## src/rtl/ahb_dm_slave.sv

```systemverilog
// AHB-Lite slave bridging a single-port synchronous data memory (1-cycle read latency).
// Optional alignment/size error responses are enabled by defining DM_SLAVE_ERR_EN.
`ifndef AHB_TRANS_BITS
`define AHB_TRANS_BITS 2
`endif
`ifndef AHB_SIZE_BITS
`define AHB_SIZE_BITS 3
`endif

module ahb_dm_slave (
   input  logic                       clk,
   input  logic                       rst,
   input  logic                       HSel,
   input  logic [31:0]                HAddress,
   input  logic [`AHB_TRANS_BITS-1:0] HTrans,
   input  logic [`AHB_SIZE_BITS-1:0]  HSize,
   input  logic                       HWrite,
   input  logic [31:0]                HWrite_data,
   input  logic                       HReady,
   output logic                       HReady_out,
   output logic [1:0]                 HResp,
   output logic [31:0]                HRead_data,
   output logic                       DM_cs,
   output logic                       DM_oe,
   output logic [3:0]                 DM_web,
   output logic [13:0]                DM_addr,
   output logic [31:0]                DM_wdata,
   input  logic [31:0]                DM_rdata
);

   localparam logic [2:0] ST_IDLE    = 3'd0;
   localparam logic [2:0] ST_WR      = 3'd1;
   localparam logic [2:0] ST_RD_WAIT = 3'd2;
   localparam logic [2:0] ST_RD_DONE = 3'd3;
   localparam logic [2:0] ST_ERR1    = 3'd4;
   localparam logic [2:0] ST_ERR2    = 3'd5;

   logic [2:0]  state_r;
   logic [2:0]  next_s;
   logic [15:0] addr_r;
   logic [2:0]  size_r;
   logic        write_r;
   logic        open_s;
   logic        accept_s;
   logic        err_s;
   logic        unused_s;

   // Active-low write-enable lanes; misaligned low bits are ignored (forced to lane 0 of the unit).
   function automatic logic [3:0] lane_web(input logic [2:0] size, input logic [1:0] lo);
      logic [3:0] web;
      web = 4'b1111;
      case (size)
         3'b000:  web[lo] = 1'b0;
         3'b001:  begin
            web[{lo[1], 1'b0}] = 1'b0;
            web[{lo[1], 1'b1}] = 1'b0;
         end
         default: web = 4'b0000;
      endcase
      return web;
   endfunction

   assign unused_s = ^{HAddress[31:16], HTrans[0]};
   assign open_s   = (state_r == ST_IDLE) || (state_r == ST_WR) ||
                     (state_r == ST_RD_DONE) || (state_r == ST_ERR2);
   assign accept_s = open_s && HSel && HReady && HTrans[1];

`ifdef DM_SLAVE_ERR_EN
   assign err_s = (HSize > 3'b010) ||
                  ((HSize == 3'b001) && HAddress[0]) ||
                  ((HSize == 3'b010) && (HAddress[1:0] != 2'b00));
`else
   assign err_s = 1'b0;
`endif

   // Next-state decode; every data-phase-complete state may pipeline straight into a new transfer.
   always_comb begin
      next_s = ST_IDLE;
      case (state_r)
         ST_IDLE, ST_WR, ST_RD_DONE, ST_ERR2: begin
            if (!accept_s)   next_s = ST_IDLE;
            else if (err_s)  next_s = ST_ERR1;
            else if (HWrite) next_s = ST_WR;
            else             next_s = ST_RD_WAIT;
         end
         ST_RD_WAIT: next_s = ST_RD_DONE;
         ST_ERR1:    next_s = ST_ERR2;
         default:    next_s = ST_IDLE;
      endcase
   end

   // State register and address-phase capture.
   always_ff @(posedge clk or negedge rst) begin
      if (!rst) begin
         state_r <= ST_IDLE;
         addr_r  <= 16'h0000;
         size_r  <= 3'b000;
         write_r <= 1'b0;
      end else begin
         state_r <= next_s;
         if (accept_s) begin
            addr_r  <= HAddress[15:0];
            size_r  <= HSize;
            write_r <= HWrite;
         end else begin
            addr_r  <= addr_r;
            size_r  <= size_r;
            write_r <= write_r;
         end
      end
   end

   // Bus and memory outputs decoded from the current data-phase state.
   always_comb begin
      HReady_out = 1'b1;
      HResp      = 2'b00;
      HRead_data = 32'h0000_0000;
      DM_cs      = 1'b0;
      DM_oe      = 1'b0;
      DM_web     = 4'b1111;
      DM_addr    = addr_r[15:2];
      DM_wdata   = 32'h0000_0000;
      case (state_r)
         ST_WR: begin
            DM_cs    = 1'b1;
            DM_wdata = HWrite_data;
            if (write_r) DM_web = lane_web(size_r, addr_r[1:0]);
            else         DM_web = 4'b1111;
         end
         ST_RD_WAIT: begin
            DM_cs      = 1'b1;
            DM_oe      = 1'b1;
            HReady_out = 1'b0;
         end
         ST_RD_DONE: HRead_data = DM_rdata;
`ifdef DM_SLAVE_ERR_EN
         ST_ERR1: begin
            HResp      = 2'b01;
            HReady_out = 1'b0;
         end
         ST_ERR2: HResp = 2'b01;
`endif
         default: HReady_out = 1'b1;
      endcase
   end

endmodule

```

## config.mk

```make
export PLATFORM = sky130hd
export DESIGN_NAME = ahb_dm_slave
export DESIGN_NICKNAME = d
export VERILOG_FILES = /design/src/rtl/ahb_dm_slave.sv
export SDC_FILE = /design/constraint.sdc
export NUM_CORES = 1
export LEC_CHECK = 0
export CORE_ASPECT_RATIO = 0.8
export CORE_MARGIN = 4
export CORE_UTILIZATION = 29
export CTS_BUF_LIST = sky130_fd_sc_hd__clkbuf_16
export CTS_CLUSTER_DIAMETER = 100
export DETAILED_ROUTE_END_ITERATION = 7
export PLACE_DENSITY = 0.88
export SYNTH_ARGS = -nofsm -noshare
export SYNTH_HDL_FRONTEND = slang
export SYNTH_SLANG_ARGS = --single-unit
export TNS_END_PERCENT = 20
```

## constraint.sdc

```tcl
create_clock -name clk -period 4.3 [get_ports clk]
set_input_delay 0.43 -clock clk [delete_from_list [all_inputs] [get_ports clk]]
set_output_delay 0.43 -clock clk [all_outputs]
set_load 0.05 [all_outputs]
```

# Word-level counts from Yosys, hierarchy flattened
# Cells that the tools add are included.
op_classes:
  magnitude_cmp: 6
  n_eq_ne: 6
  muxes: 17
  bitwise_logic: 4
  reduce_logical: 13
op_table:
  columns: ["cell", "n"]
  rows:
  - ["$mux W32", 2]
  - ["$lt A2 B3 Y1 const B", 3]
  - ["$pmux W3 S3", 1]
  - ["$mux W4", 2]
  - ["$not A4 Y4", 2]
  - ["$pmux W4 S2", 1]
  - ["$eq A3 B1 Y1 const B", 2]
  - ["$eq A3 B2 Y1 const B", 2]
  - ["$eq A3 B3 Y1 const B", 2]
  - ["$ge A2 B1 Y1 const B", 3]
  - ["$logic_and A1 B1 Y1", 6]
  - ["$logic_not A3 Y1", 2]
  - ["$mux W1", 6]
  - ["$and A4 B4 Y4", 1]
  - ["$mux W2", 2]
  - ["$not A3 Y4", 1]
  - ["$reduce_or A4 Y1", 1]
  - ["$logic_or A1 B1 Y1", 3]
  - ["$demux W1 S1", 2]
  - ["$demux W1 S2", 1]
  - ["$reduce_or A2 Y1", 1]
totals:
  ff_bits: 23
  in_bits: 106
  out_inout_bits: 87
  word_cells: 50

# Logic depth before layout (Yosys ltp)
# Gate-level depths: netlist of the first run.
logic_depth:
  depth_word: 9
  depth_mapped: 5

# Worst setup path after synthesis of the first run
# Ideal clock, no wire load.
synth_path:
  kind: "register to output"
  from: "register state_r[1]"
  to: "output DM_cs"
  t_arrival_ns: 1.940
  required_ns: 3.870
  path_slack_ns: 1.930
  stages_incl_launch_ff: 5
  n_path_buf: 1
  path_cell_list: "dfrtp_1 -> clkbuf_1 -> nand3b_1 -> inv_1 -> or2_2"
synth_between:
  elab_chain_cells: 3
  elab_cells_between_ends: 4
synth_lines:
  columns: ["item", "line", "source"]
  rows:
  - ["start, declared", "38", "logic [2:0] state_r;"]
  - ["start signal, assigned", "100", "state_r <= next_s;"]
  - ["$eq A3 B1 Y1 / $eq A3 B2 Y1 (equally long branches)", "123", "case (state_r)"]
  - ["$reduce_or A2 Y1 (no source line) *", null, null]
  - ["$mux W1 *", "123", null]
  - ["end, declared", "23", "output logic DM_cs,"]
# Every way passes the cells marked *; elsewhere a longest branch is shown, timed or not.

# Worst setup path in the final report of the first run
# Ends and elaborated chain as after synthesis.

==> results.toml, run 1 <==
[run_status]
status = "completed"

[run]
max_cap_viol_count = 0

[drt]
num_vias = 1700
drt_iter0_markers = 77
vias_per_cell = 4.27
ant_nets = 0
wire_per_inst_microns = 14.8
drt_wl_total_mm = 5.87
route.detailed.drc = 0
first_pass_iters = 4

[yosys]
ys_types = 26
synthCells = 167
synth-simple-area-share = 0.309
synth_compound_area_frac = 0.0301
synthMuxAreaShare = 0.176
synth_fa_ha_area_frac = 0.00694
ys_seq_area_frac = 0.355
synthesis.area_sq_mm = 0.00162
synth_warnings = 0
synth_top_family_by_area = "simple AND/OR/NAND/NOR gates"
syn_area_per_cell_sq_um = 9.71
yosys_register_bits = 23
synth_xor_area_frac = 0

[clocking]
cts_tree = "built"
cts.path.max_buffers = 2
post_cts_resized = 0
post-cts-setup-buffer-count = 0
htree_levels = 1
clk_latency_ns = 0.25
cts.hold.buffers_added = 0
cts_sinks = 23
numCtsBuffers = 3
cts-root-buf = "clkbuf_16"
path_clk_slew_ns = 0.06

[worst_setup_path]
arrival_ns = 2.59
cp.required_ns = 3.87
endpoint_kind = "primary output"
cpPeakStageDelay_ns = 0.96
cp-start-kind = "flop"
criticalPathCategory = "flop to primary output"
cp_max_fo = 40
critPathSlowestCell = "dfrtp_1"
cp_top_family = "buffers and inverters"
crit_buf_inv = 2
r2r_setup_slack_ns = 2.20
cp_cell_sequence = "nor3_2 > buf_4 > or2_2 > clkdlybuf4s50_1"

[timing]
rsz0062_at_grt = "false"
tightest_slew_ns = 0.973
finalMaxSlewViolations = 0
setup_viol = 0
finalSetupTns_ns = 0
min_period_ns = 3.02
fmax_mhz = 331
holdWs_ns = 0.459
period_share = 0.703
relSlewSlack = 0.350
finClkSkew_ns = 0.00323
hold_violations = 0

[layout]
n_antenna_cell = 0
syn_to_final_growth_pct = 108
layout.cells.most_common_list = "173 x clkdlybuf4s50_1, 32 x and3_1, 32 x and2_1"
drive_above_1_share = 0.0938
fillCellCount = 462
final_nets = 427
final_common_cell = "clkdlybuf4s50_1"

[pwr]
p_per_area_mw_per_mm2 = 646
peakVddDrop_v = 0.000339
p_leak_nw = 1.47

[hold_path]
hp-class = "flop to flop"

[global_routing]
antenna_found_initial = 0
grt_start_max_net_pins = 41
grt_pass1_wl_mm = 8.25
grt_usage = 0.151
grt.overflow.total = 0
grt_pass1_vias = 1525

[place]
dp_hpwl_mm = 4.89
place.gp.congestion = 0.717
portBuffers = 173

[floorplan]
die_x_microns = 91.6
fp.dieH_microns = 74.9
ios = 193
start_util = 0.298
die_area_sq_mm = 0.00686
std_cell_rows = 24
core_sq_mm = 0.00544
[cells by family (layout without fill, tap and decap cells)]
group / count (synthesis) / count (layout)
fa+ha+maj: 1 / 1
compound gates: 9 / 9
buf+inv: 32 / 184
flops: 23 / 23
simple gates: 82 / 82
other cells: 1 / 2
mux: 19 / 19
[per-layer routing]
layer	global-route usage	wire [microns]	up-vias
met1	0.192	2320	774
met5	0	0	-
met2	0.258	3040	71
met4	0.0301	53	0
li1	-	-	851
met3	0.0470	460	4
[worst register-to-register path, cell delays in order (launching register included)]
cell     delay (ns)
dfrtp_1        0.74
maj3_2         0.50
nor2_2         0.08
buf_4          0.33
mux2_4         0.34
[registers in the layout, summed over array words and instances, names as in the netlist]
| signal | count |
|---|---|
| addr_r | 16 |
| size_r | 3 |
| state_r | 3 |
| write_r | 1 |
[final cells by class]
cell class                 count  area, sq um  area share
timing repair buffer         176         1750       0.520
multi-input combinational    113          855       0.253
sequential                    23          576       0.170
tap                           78         97.6      0.0289
clock buffer                   3         75.1      0.0222
inverter                       4         15.0     0.00445
clock inverter                 1         3.75     0.00111
[cells in the mapped netlist, drive strengths merged]
library cell	number	area, sq um
a22oi	1	7.51
nor2	5	21.3
and3	32	200
o21ai	6	30.0
nand3	5	25.0
nand2	1	3.75
maj3	1	11.3
nor3b	1	7.51
buf	18	143
nand4	1	6.26
nor2b	1	6.26
inv	4	15.0
or4	1	7.51
clkbuf	10	37.5
a21oi	1	5.00
nor3	1	10.0
and2	32	200
or2	1	6.26
nand3b	1	7.51
o22ai	1	6.26
conb	1	3.75
dfrtp	23	576
mux2	19	285
[path summary, 6_finish.rpt]
| path | depth (start not counted) | endpoint | startpoint |
|---|---|---|---|
| setup / recovery | 4 | DM_cs | state_r[1]$_DFF_PN0_ |
| hold / removal | 1 | state_r[2]$_DFF_PN0_ | state_r[0]$_DFF_PN0_ |
| setup reg to reg | 4 | size_r[1]$_DFFE_PN0P_ | state_r[1]$_DFF_PN0_ |
| hold reg to reg | 1 | state_r[2]$_DFF_PN0_ | state_r[0]$_DFF_PN0_ |
| max in group asynchronous | 1 | state_r[2]$_DFF_PN0_ | rst |
| min in group asynchronous | 1 | addr_r[6]$_DFFE_PN0P_ | rst |
[report_power, final]
| part | switching (W) | internal (W) |
|---|---|---|
| Combinational | 0.000973 | 0.000599 |
| Clock | 0.0000712 | 0.000124 |
| Sequential | 0.000104 | 0.000309 |
[metrics by stage]
| stage | util | std cells | setup WS (ns) | instance area (sq um) | power, W |
|---|---|---|---|---|---|
| final | 0.621 | 398 | 1.28 | 3380 | 0.00218 |
| after global routing | 0.621 | 398 | 1.13 | 3380 | 0.00229 |
| after CTS | 0.621 | 398 | 1.29 | 3380 | 0.00220 |
| after detailed placement | 0.607 | 394 | 1.57 | 3300 | 0.00200 |
| after global placement | 0.607 | 394 | 1.62 | 3300 | 0.00197 |
| after floorplan | - | 168 | 1.93 | 1630 | 0.00154 |
Note: power is estimated with default switching activity, not from simulation.
==> inputs of run 2 (changes only) <==
--- a/config.mk
+++ b/config.mk
@@ -7,11 +7,11 @@
 export LEC_CHECK = 0
 export CORE_ASPECT_RATIO = 0.8
 export CORE_MARGIN = 4
-export CORE_UTILIZATION = 29
+export CORE_UTILIZATION = 24
 export CTS_BUF_LIST = sky130_fd_sc_hd__clkbuf_16
 export CTS_CLUSTER_DIAMETER = 100
 export DETAILED_ROUTE_END_ITERATION = 7
-export PLACE_DENSITY = 0.88
+export PLACE_DENSITY = 0.78
 export SYNTH_ARGS = -nofsm -noshare
 export SYNTH_HDL_FRONTEND = slang
 export SYNTH_SLANG_ARGS = --single-unit
==> constraint.sdc (replaced) <==
create_clock -name clk -period 2.7 [get_ports clk]
set_input_delay 0.27 -clock clk [delete_from_list [all_inputs] [get_ports clk]]
set_output_delay 0.27 -clock clk [all_outputs]
set_load 0.05 [all_outputs]
==> run 2 against run 1 <==
  * Sequential share of layout area decreased by 1.4 points
  * Register-to-register slack got worse by 1.2 ns
  * Die area increased by 19%
==> results.toml, run 2 (same netlist as run 1, synthesis figures left out) <==
[global_routing]
grt_pass1_wl_mm = 8.66
grt_start_max_net_pins = 38
grt_usage = 0.134
antenna_found_initial = 0
grt.overflow.total = 0
grt_pass1_vias = 1626

[worst_setup_path]
cp_top_family = "buffers and inverters"
cp_max_fo = 8
criticalPathCategory = "flop to primary output"
worst_r2r_path_depth = 4
critPathSlowestCell = "clkdlybuf4s50_1"
r2r_start = "state_r[1]$_DFF_PN0_"
r2r-end = "addr_r[1]$_DFFE_PN0P_"
worstSetupStartpoint = "state_r[2]$_DFF_PN0_"
r2r_setup_slack_ns = 0.99
cp.required_ns = 2.43
cp_cell_sequence = "nand3b_1 > inv_1 > clkdlybuf4s50_1"
cp-endpoint = "DM_oe"
cpPeakStageDelay_ns = 0.81
cp-start-kind = "flop"
arrival_ns = 1.80
endpoint_kind = "primary output"
crit_cells = 3
crit_buf_inv = 2

[run]
max_cap_viol_count = 0

[place]
portBuffers = 173
place_inst = 402
dp_hpwl_mm = 5.31
place.gp.congestion = 0.762

[clocking]
cts_sinks = 23
path_clk_slew_ns = 0.06
clk_latency_ns = 0.25
cts.hold.buffers_added = 0
numCtsBuffers = 3
cts.path.max_buffers = 2
cts-root-buf = "clkbuf_16"
post-cts-setup-buffer-count = 0
post_cts_resized = 0
cts_tree = "built"
htree_levels = 1

[pwr]
peakVddDrop_v = 0.000413
p_leak_nw = 1.71
p_per_area_mw_per_mm2 = 1050

[layout]
n_antenna_cell = 0
fin_cells = 406
drive_above_1_share = 0.314
final_nets = 429
top_register = "addr_r"
syn_to_final_growth_pct = 127
largest_reg_flops = 16
top_regs = "addr_r: 16 flops, size_r: 3 flops, state_r: 3 flops"
fillCellCount = 548
final_common_cell = "clkdlybuf4s50_1"
layout.cells.most_common_list = "104 x clkdlybuf4s50_1, 38 x buf_4, 36 x buf_12"
final_util = 0.568

[timing]
min_period_ns = 2.07
finalSetupTns_ns = 0
relSlewSlack = 0.633
tightest_slew_ns = 0.549
finClkSkew_ns = 0.00248
period_share = 0.767
finalMaxSlewViolations = 0
setup_viol = 0
fmax_mhz = 483
rsz0062_at_grt = "false"
hold_violations = 0

[floorplan]
start_util = 0.250
die_x_microns = 99.9
die_area_sq_mm = 0.00814
fp.dieH_microns = 81.5
core_sq_mm = 0.00647
std_cell_rows = 26
ios = 193

[drt]
met3_length_microns = 354
drt_wl_total_mm = 6.21
wire_per_inst_microns = 15.3
first_pass_iters = 4
route.top_layer_used = "met4"
drt_iter0_markers = 27
wl_met1_mm = 2.41
route.detailed.drc = 0
ant_nets = 0
vias_per_cell = 4.21
wl_met2_mm = 3.42
num_vias = 1708

[hold_path]
hp-class = "input port to asynchronous set/reset pin"

[run_status]
status = "completed"
-- run 2: cell count changes in the layout (fill, tap and decap cells not counted) --
| cell | previous run | this run |
|---|---|---|
| buf_4 | 3 | 38 |
| buf_12 | 0 | 36 |
| clkdlybuf4s50_1 | 173 | 104 |
-- run 2: worst register-to-register path: stages (launching register included) --
cell	delay, ns
dfrtp_1	0.47
maj3_2	0.36
nor2_2	0.08
buf_4	0.34
mux2_4	0.35
-- run 2: routing by layer --
layer / track usage / vias to the layer above
li1: - / 855
met1: 0.169 / 790
met2: 0.248 / 61
met3: 0.0178 / 2
met4: 0.0205 / 0
met5: 0 / -
-- run 2: worst min-delay path by stage --
stage                          from                     end  slack, ns  cells past startpoint
2_1_floorplan                   rst   addr_r[0]$_DFFE_PN0P_      -0.03                      0
3_3_place_gp   state_r[0]$_DFF_PN0_    state_r[2]$_DFF_PN0_       0.43                      1
3_5_place_dp   state_r[0]$_DFF_PN0_    state_r[2]$_DFF_PN0_       0.45                      1
4_1_cts                         rst  addr_r[15]$_DFFE_PN0P_       0.37                      2
5_1_grt                         rst  addr_r[15]$_DFFE_PN0P_       0.41                      2
6_report                        rst  addr_r[15]$_DFFE_PN0P_       0.37                      2
-- run 2: cell type report --
class,count,area [sq um],share of cell area
Timing Repair Buffer,178,2050,0.557
Multi-Input combinational cell,113,855,0.232
Sequential cell,23,576,0.157
Tap cell,84,105,0.0286
Clock buffer,3,75.1,0.0204
Inverter,4,15.0,0.00408
Clock inverter,1,3.75,0.00102
-- run 2: power breakdown --
part	leakage (nW)	switching, W	internal (W)	total [W]
logic	1.40	0.00170	0.00124	0.00293
clock network	0.0423	0.000106	0.000197	0.000303
registers	0.275	0.000115	0.000493	0.000608
total	1.71	0.00192	0.00193	0.00385
-- run 2: per-stage QoR --
stage          cell area (sq um)  hold slack, ns  total power [W]  setup slack (ns)
3_5_place_dp                3600           0.446          0.00357             0.860
4_1_cts                     3680           0.374          0.00389             0.601
5_1_grt                     3680           0.406          0.00401             0.502
3_3_place_gp                3600           0.431          0.00352             0.890
2_1_floorplan               1630         -0.0256          0.00245             0.490
6_report                    3680           0.365          0.00385             0.629
